==> src/rtl/count_enable_gen.sv <==
`timescale 1ns/1ps
// Button front end for the 4-bit counter: synchronise and debounce start/stop/burst(/step), then pace a one-cycle enable strobe.
// Optional feature: define COUNT_STEP_EN to build the single-step button path (btn_step acted on in IDLE).
module count_enable_gen #(
    parameter int PRESCALE  = 4,
    parameter int DEBOUNCE  = 3,
    parameter int BURST_LEN = 5
) (
    input  logic clk,
    input  logic reset,
    input  logic btn_start,
    input  logic btn_stop,
    input  logic btn_burst,
    input  logic btn_step,
    output logic enable,
    output logic running,
    output logic busy,
    output logic burst_done
);
    localparam int PW = (PRESCALE > 1) ? $clog2(PRESCALE) : 1;
    localparam int BW = (BURST_LEN > 1) ? $clog2(BURST_LEN + 1) : 1;
    localparam int DW = (DEBOUNCE > 1) ? $clog2(DEBOUNCE) : 1;
    localparam int B_STOP  = 0;
    localparam int B_START = 1;
    localparam int B_BURST = 2;
`ifdef COUNT_STEP_EN
    localparam int B_STEP  = 3;
    localparam int NBTN    = 4;
`else
    localparam int NBTN    = 3;
`endif

    logic [NBTN-1:0] btn_raw;
    logic [NBTN-1:0] evt;

    assign btn_raw[B_STOP]  = btn_stop;
    assign btn_raw[B_START] = btn_start;
    assign btn_raw[B_BURST] = btn_burst;
`ifdef COUNT_STEP_EN
    assign btn_raw[B_STEP]  = btn_step;
`else
    logic unused_step;
    assign unused_step = btn_step;
`endif

    genvar gi;
    generate
        for (gi = 0; gi < NBTN; gi++) begin : g_btn
            logic          sync1_reg;
            logic          sync2_reg;
            logic          deb_reg;
            logic          deb_d_reg;
            logic          evt_reg;
            logic [DW-1:0] cnt_reg;

            // Debounced level only moves after DEBOUNCE consecutive mismatching samples.
            always_ff @(posedge clk or negedge reset) begin
                if (!reset) begin
                    sync1_reg <= 1'b0;
                    sync2_reg <= 1'b0;
                    deb_reg   <= 1'b0;
                    deb_d_reg <= 1'b0;
                    evt_reg   <= 1'b0;
                    cnt_reg   <= '0;
                end else begin
                    sync1_reg <= btn_raw[gi];
                    sync2_reg <= sync1_reg;
                    if (sync2_reg != deb_reg) begin
                        if (cnt_reg == DW'(DEBOUNCE - 1)) begin
                            deb_reg <= sync2_reg;
                            cnt_reg <= '0;
                        end else begin
                            cnt_reg <= cnt_reg + 1'b1;
                        end
                    end else begin
                        cnt_reg <= '0;
                    end
                    deb_d_reg <= deb_reg;
                    evt_reg   <= deb_reg & ~deb_d_reg;
                end
            end

            assign evt[gi] = evt_reg;
        end
    endgenerate

    typedef enum logic [1:0] {ST_IDLE, ST_RUN, ST_BURST} state_t;

    state_t        state_reg;
    logic [PW-1:0] presc_reg;
    logic [BW-1:0] burst_cnt_reg;
    logic          enable_reg;
    logic          running_reg;
    logic          busy_reg;
    logic          burst_done_reg;
    logic          strobe;

    assign strobe = (presc_reg == PW'(PRESCALE - 1));

    always_ff @(posedge clk or negedge reset) begin
        if (!reset) begin
            state_reg      <= ST_IDLE;
            presc_reg      <= '0;
            burst_cnt_reg  <= '0;
            enable_reg     <= 1'b0;
            running_reg    <= 1'b0;
            busy_reg       <= 1'b0;
            burst_done_reg <= 1'b0;
        end else begin
            enable_reg     <= 1'b0;
            burst_done_reg <= 1'b0;
            case (state_reg)
                ST_IDLE: begin
                    presc_reg <= '0;
                    // A stop event in IDLE still outranks the others and swallows them.
                    if (!evt[B_STOP]) begin
                        if (evt[B_START]) begin
                            state_reg   <= ST_RUN;
                            running_reg <= 1'b1;
                            busy_reg    <= 1'b1;
                        end else if (evt[B_BURST]) begin
                            state_reg     <= ST_BURST;
                            busy_reg      <= 1'b1;
                            burst_cnt_reg <= BW'(BURST_LEN);
                        end
`ifdef COUNT_STEP_EN
                        else if (evt[B_STEP]) begin
                            enable_reg <= 1'b1;
                        end
`endif
                    end
                end
                ST_RUN: begin
                    if (evt[B_STOP]) begin
                        state_reg   <= ST_IDLE;
                        running_reg <= 1'b0;
                        busy_reg    <= 1'b0;
                        presc_reg   <= '0;
                    end else begin
                        presc_reg  <= strobe ? '0 : presc_reg + 1'b1;
                        enable_reg <= strobe;
                    end
                end
                ST_BURST: begin
                    if (evt[B_STOP]) begin
                        state_reg     <= ST_IDLE;
                        busy_reg      <= 1'b0;
                        presc_reg     <= '0;
                        burst_cnt_reg <= '0;
                    end else if (burst_cnt_reg == '0) begin
                        state_reg      <= ST_IDLE;
                        busy_reg       <= 1'b0;
                        burst_done_reg <= 1'b1;
                        presc_reg      <= '0;
                    end else begin
                        presc_reg  <= strobe ? '0 : presc_reg + 1'b1;
                        enable_reg <= strobe;
                        if (strobe) begin
                            burst_cnt_reg <= burst_cnt_reg - 1'b1;
                        end
                    end
                end
                default: begin
                    state_reg   <= ST_IDLE;
                    running_reg <= 1'b0;
                    busy_reg    <= 1'b0;
                    presc_reg   <= '0;
                end
            endcase
        end
    end

    assign enable     = enable_reg;
    assign running    = running_reg;
    assign busy       = busy_reg;
    assign burst_done = burst_done_reg;

endmodule

==> config.mk <==
export PLATFORM = sky130hd
export DESIGN_NAME = count_enable_gen
export DESIGN_NICKNAME = d
export VERILOG_FILES = /design/src/rtl/count_enable_gen.sv
export SDC_FILE = /design/constraint.sdc
export NUM_CORES = 1
export LEC_CHECK = 0
export ABC_AREA = 1
export BUFFER_PORTS_ARGS = -buffer_cell sky130_fd_sc_hd__buf_2
export CORE_MARGIN = 2
export CORE_UTILIZATION = 30
export DETAILED_ROUTE_END_ITERATION = 6
export PLACE_DENSITY = 0.56
export SYNTH_ARGS = -nofsm -noshare
export SYNTH_HDL_FRONTEND = slang
export SYNTH_SLANG_ARGS = --single-unit
==> constraint.sdc <==
create_clock -name clk -period 1.4 [get_ports clk]
set_input_delay 0.42 -clock clk [delete_from_list [all_inputs] [get_ports clk]]
set_output_delay 0.42 -clock clk [all_outputs]
set_load 0.01 [all_outputs]
**Word level (Yosys, flattened, before mapping)**

Index checks and enable logic that the tools add are counted.

- Register bits after elaboration: 32
- Latch bits: 0
- RAM bits: 0
- Bits in read-only memories: 0
- Bits of input ports: 6
- Output and inout port bits: 4
- Logic and storage cells: 106
- Memories: 0

- Add/subtract/negate cells: 5
- $mul: 0
- Divide/modulo/power cells: 0
- Magnitude comparators: 0
- Equal/unequal tests: 18
- Shifts and indexed selects: 0
- Mux-type cells: 42
- Bitwise operators: 7
- Reduce and logical (&&, ||, !) cells: 9

Operators with widths:

| kind | count |
|---|---|
| two-way mux 2 bit | 16 |
| two-way mux 3 bit | 6 |
| two-way mux 1 bit | 14 |
| inequality test 3 bit (second input constant) | 4 |
| equality test 2 bit (second input constant) | 5 |
| inequality test 2 bit (second input constant) | 5 |
| adder 2 x 1 -> 2 bit (second input constant) | 4 |
| AND reduction 4 bit | 2 |
| case mux 1 bit (3 select lines) | 2 |
| case mux 2 bit (3 select lines) | 1 |
| case mux 3 bit (2 select lines) | 1 |
| AND reduction 2 bit | 3 |
| AND reduction 6 bit | 1 |
| inverter 1 bit | 4 |
| case mux 2 bit (2 select lines) | 1 |
| AND 1 bit | 3 |
| logical NOT 3 bit | 1 |
| inequality test 1 bit | 3 |
| subtractor 3 x 1 -> 3 bit (second input constant) | 1 |
| equality test 2 x 1 -> 1 bit (second input constant) | 1 |
| logical NOT 2 bit | 1 |
| case mux 1 bit (2 select lines) | 1 |
| nonzero test 2 bit | 1 |

**Longest topological paths before layout**

- Word-level depth: 5
- Mapped depth: 10
- Gate-level depth less buffers: 10

**Worst setup path before layout**

Ideal clock, no wire load.

- Path kind: register to register
- Start: register state_reg[0]
- End: register busy_reg (netlist: busy)
- Setup time: 0.123 ns
- Arrival: 1.129 ns
- Data required time: 1.277 ns
- Setup slack: 0.148 ns
- Cell stages (with the launch flop): 10
- Clock period less this slack: 1.252 ns
- Cells stage by stage: dfrtp_1 > inv_1 > ha_1 > inv_2 > nor2_2 > nand2_2 > nand2_4 > inv_4 > nand3_1 > nand2_1

- Longest elaborated chain between the ends: 3
- Elaborated cells between the ends (all ways): 9
- Those cells by class: eq/ne: 6; mux: 1; reduce/logical: 2

RTL lines:

| item | line | source |
|---|---|---|
| start: declaration | 89 | `state_t state_reg;` |
| start signal: assignment | 102 | `state_reg <= ST_IDLE;` |
| start signal: assignment | 118 | `state_reg <= ST_RUN;` |
| start signal: assignment | 122 | `state_reg <= ST_BURST;` |
| equality test 2 bit, or another cell as far along | 112 | `case (state_reg)` |
| inequality test 3 bit (no line) or inequality test 2 bit (tied branches) | -- |  |
| AND reduction 4 bit (no line) | -- |  |
| end signal: assignment | 107 | `busy_reg <= 1'b0;` |
| end signal: assignment | 120 | `busy_reg <= 1'b1;` |
| end signal: assignment | 123 | `busy_reg <= 1'b1;` |
| end: declaration | 94 | `logic busy_reg;` |

Several ways; a longest one is shown, not always the timed one.
A chain may end at the register's enable or synchronous reset.

**Worst setup path after layout**

- Start: register state_reg[1]
- End: register burst_cnt_reg[0]

- Longest elaborated chain between the ends: 3
- Elaborated cells between the ends (all ways): 10
- Those cells by class: eq/ne: 6; mux: 1; reduce/logical: 3

RTL lines:

| item | line | source |
|---|---|---|
| equality test 2 bit or logical NOT 2 bit (tied branches) | 112 |  |
| inequality test 3 bit (no line), or another cell as far along | -- |  |
| AND reduction 6 bit (no line) | -- |  |
| end signal: assignment | 124 | `burst_cnt_reg <= BW'(BURST_LEN);` |
| end signal: assignment | 159 | `burst_cnt_reg <= burst_cnt_reg - 1'b1;` |
| end: declaration | 91 | `logic [BW-1:0] burst_cnt_reg;` |

Several ways; a longest one is shown, not always the timed one.

==> implementation parameters <==
Parameter                              Value

Floorplan
  FP Rows    24
  Initial Utilization    0.313
  Die Ht    71.6 um
  CORE AREA    4380 um2
  Die outline area    5130 um2
  X dimension of the die    71.6 um
  Number of ports placed on the die boundary    10

GRT
  Number of antenna violations at the first check in global routing    0
  Maximum number of pins on one net before global-route repair    33
  Via count of the first global-routing pass    886
  Wire length of the first global-routing pass    3.80 mm
  Gr ovfl total    0
  Overall fraction of global-route tracks in use    0.0991

Logic synthesis
  Xor/xnor share of the synthesized area    0.0191
  Yosys top cell area share    0.583
  Proportion of synthesized area in mux cells    0
  Top post-synthesis cells by count    33 x sky130_fd_sc_hd__nand2_1, 32 x sky130_fd_sc_hd__dfrtp_1, 20 x sky130_fd_sc_hd__inv_1
  Share of synthesized area occupied by flip-flops and latches    0.583
  Cells after synthesis    144
  Synthesis warning total    0
  Fraction of the mapped netlist area in adder cells    0.0638
  Number of different library cells in the post-synthesis netlist    18
  Compound-cell area share of the yosys netlist    0.0401
  Dominant cell type by area after synthesis    sky130_fd_sc_hd__dfrtp_1
  Post-synthesis instance area    1370 um2
  Post-synth EDFFs    0
  Fraction of synthesis flops using an asynchronous set or reset pin    1.00
  Synthesized net count    ~160
  Synthesis-stage register bit count    32
  Most frequent cell after synthesis    sky130_fd_sc_hd__nand2_1
  Primary flip-flop cell chosen by synthesis mapping    sky130_fd_sc_hd__dfrtp_1
  Combinational family with the most area after synthesis    simple AND/OR/NAND/NOR gates
  Cell types with the largest area share after synthesis    sky130_fd_sc_hd__dfrtp_1 58%, sky130_fd_sc_hd__nand2_1 9.0%, sky130_fd_sc_hd__ha_1 6.4%
  Post-synthesis simple-gate area fraction    0.223
  Mapped Avg Cell Area    between 9 and 10 um2

Worst setup path
  Crit path launch type    flop
  Reg2reg setup slack    0.1 ns
  Critical register-to-register path startpoint    state_reg[1]
  Arrival @ worst endpoint    between 1 and 1.5 ns
  Sort of element at the end of the critical path    flop
  Crit Path Max Fanout    7
  Depth of the most critical reg-to-reg path    8
  Source of the critical timing path    state_reg[1]
  Crit Path Category    reg -> reg
  Terminus of the critical flop-to-flop path    burst_cnt_reg[0]
  Capturing instance or port of the critical path    burst_cnt_reg[0]
  Critical Path RT    1.57 ns

Layout
  Ratio of cells with drive above 1 in the final layout    0.230
  Antenna fix cells    0
  Area grow syn2layout    18.5%
  Layout filler cell count    446
  Final cell count without fillers    213
  Reg area    roughly 800 um2
  Flip-flop count of the largest register after layout    6
  Final layout net count    174
  Area of the multi-input gates    roughly 500 um2
  Summed area of non-filler cells in the final layout    1630 um2

Clock network
  Source-to-sink clock delay at the later pin of the worst-skew pair    0.28 ns
  Clk sinks    32
  TritonCTS clock tree    built
  Maximum buffer depth of the clock tree    2
  CTS clock-pin slew for the worst setup and hold paths    ~0.06 ns
  Clock root buffer    sky130_fd_sc_hd__clkbuf_8
  Deepest level of the CTS H-tree    2
  Total clock buffers created by CTS    5
  Number of setup buffers added after CTS    0

STA
  Final period util    0.929
  Highest clock rate    approximately 770 MHz
  Count of pins over their slew limit    0
  Final count of hold timing violations    0
  Clock skew after layout    0.00455 ns
  Worst-margin pin slew    about 0.21 ns
  Setup violators final    0
  Time the final worst path needs with I/O delays and setup    ~1.3 ns
  Slew HR    0.860

Routing
  DRT antenna net count    0
  DRC errors left    0
  Vias    914
  Average routed wire per standard cell    9.93 um
  Vias per cell    roughly 4.3
  DRC violation total after the first TritonRoute iteration    48
  Initial DRT Pass Iterations    4
  Detailed-route wire length    2.12 mm

Place
  Input/output buffers    8
  Cell area after placement    1510 um2
  HPWL after DPL    1.53 mm
  GP Congestion    0.789
  Number of instances in the placed design    206

Run
  Max-cap violation count    0

Power and ir drop
  Worst vdd ir    between 0.0008 and 0.0009 V
  Ratio of total power to cell area    2260 nW/um2
  Design Power    3670 uW
  Leakage Power    between 0.0008 and 0.0009 uW

Outcome
  Run status    finished clean

Worst hold path
  HP Class    in -> async
==> layout make-up <==
| class | instances | share of cell area |
|---|---|---|
| clock buffer | 7 | 0.0592 |
| inverter | 25 | 0.0592 |
| multi-input combinational | 87 | 0.308 |
| sequential | 32 | 0.492 |
| tap | 52 | 0.0400 |
| timing repair buffer | 10 | 0.0415 |
==> worst min path at each step <==
stage | to | from
2_1_floorplan | burst_cnt_reg[0] | reset
3_3_place_gp | g_btn[0].sync2_reg | g_btn[0].sync1_reg
3_5_place_dp | g_btn[1].sync2_reg | g_btn[1].sync1_reg
4_1_cts | running | reset
5_1_grt | running | reset
6_report | running | reset
==> per-stage QoR <==
stage               hold slack, ns  setup WS [ns]  TNS [ns]  utilization
floorplan                    0.124          0.148         0            -
global placement             0.333         0.0439         0        0.343
detailed placement           0.336         0.0217         0        0.343
CTS                         0.0785        0.00873         0        0.365
global route                0.0872        -0.0139   -0.0139        0.371
finish                      0.0772         0.0995         0        0.371
==> where the power goes <==
| part | switching, uW | internal, uW | leakage (uW) | total [uW] |
|---|---|---|---|---|
| Clock | 314 | 437 | 0.0000503 | 751 |
| Combinational | 863 | 575 | 0.000385 | 1440 |
| Sequential | 227 | 1260 | 0.000396 | 1480 |
| Total | 1400 | 2270 | 0.000831 | 3670 |
==> critical path, cell delays in order (launching register included) <==
cell and delay, ns:
sky130_fd_sc_hd__dfrtp_1 0.41, sky130_fd_sc_hd__inv_2 0.07, sky130_fd_sc_hd__ha_4 0.18, sky130_fd_sc_hd__nand2_1 0.09, sky130_fd_sc_hd__nand2_1 0.10, sky130_fd_sc_hd__nor2_4 0.14, sky130_fd_sc_hd__nand2_2 0.08, sky130_fd_sc_hd__nand2_1 0.06
sky130_fd_sc_hd__nand2_1 0.05
==> repair_timing <==
item / CTS / global route
hold buffers: 0 / 0
endpoints found under the setup margin: 0 / 9
resized for setup: 0 / 6
==> per-layer routing <==
metal  up-vias  part of all wire  track usage
li1        472                 -            -
met1       424              0.45        0.118
met2        12              0.48        0.149
met3         6             0.047       0.0520
met4         0             0.020       0.0440
met5         -                 0            0
==> kinds of logic after synthesis <==
logic type	count (synthesis)
xor+xnor	3
simple gates	66
buf+inv	25
flops	32
fa+ha+maj	7
compound gates	11
==> cell usage in the layout, fill, tap and decap left out, drive strengths merged <==
cell	Yosys	routed
a21oi	1	1
dfrtp	32	32
nand3	8	8
clkbuf	0	7
o21ai	10	10
nor3	7	7
inv	25	25
ha	7	7
buf	0	10
nand2	38	38
xnor2	3	3
nor2	13	13
Power figures use the tool's default switching activity.
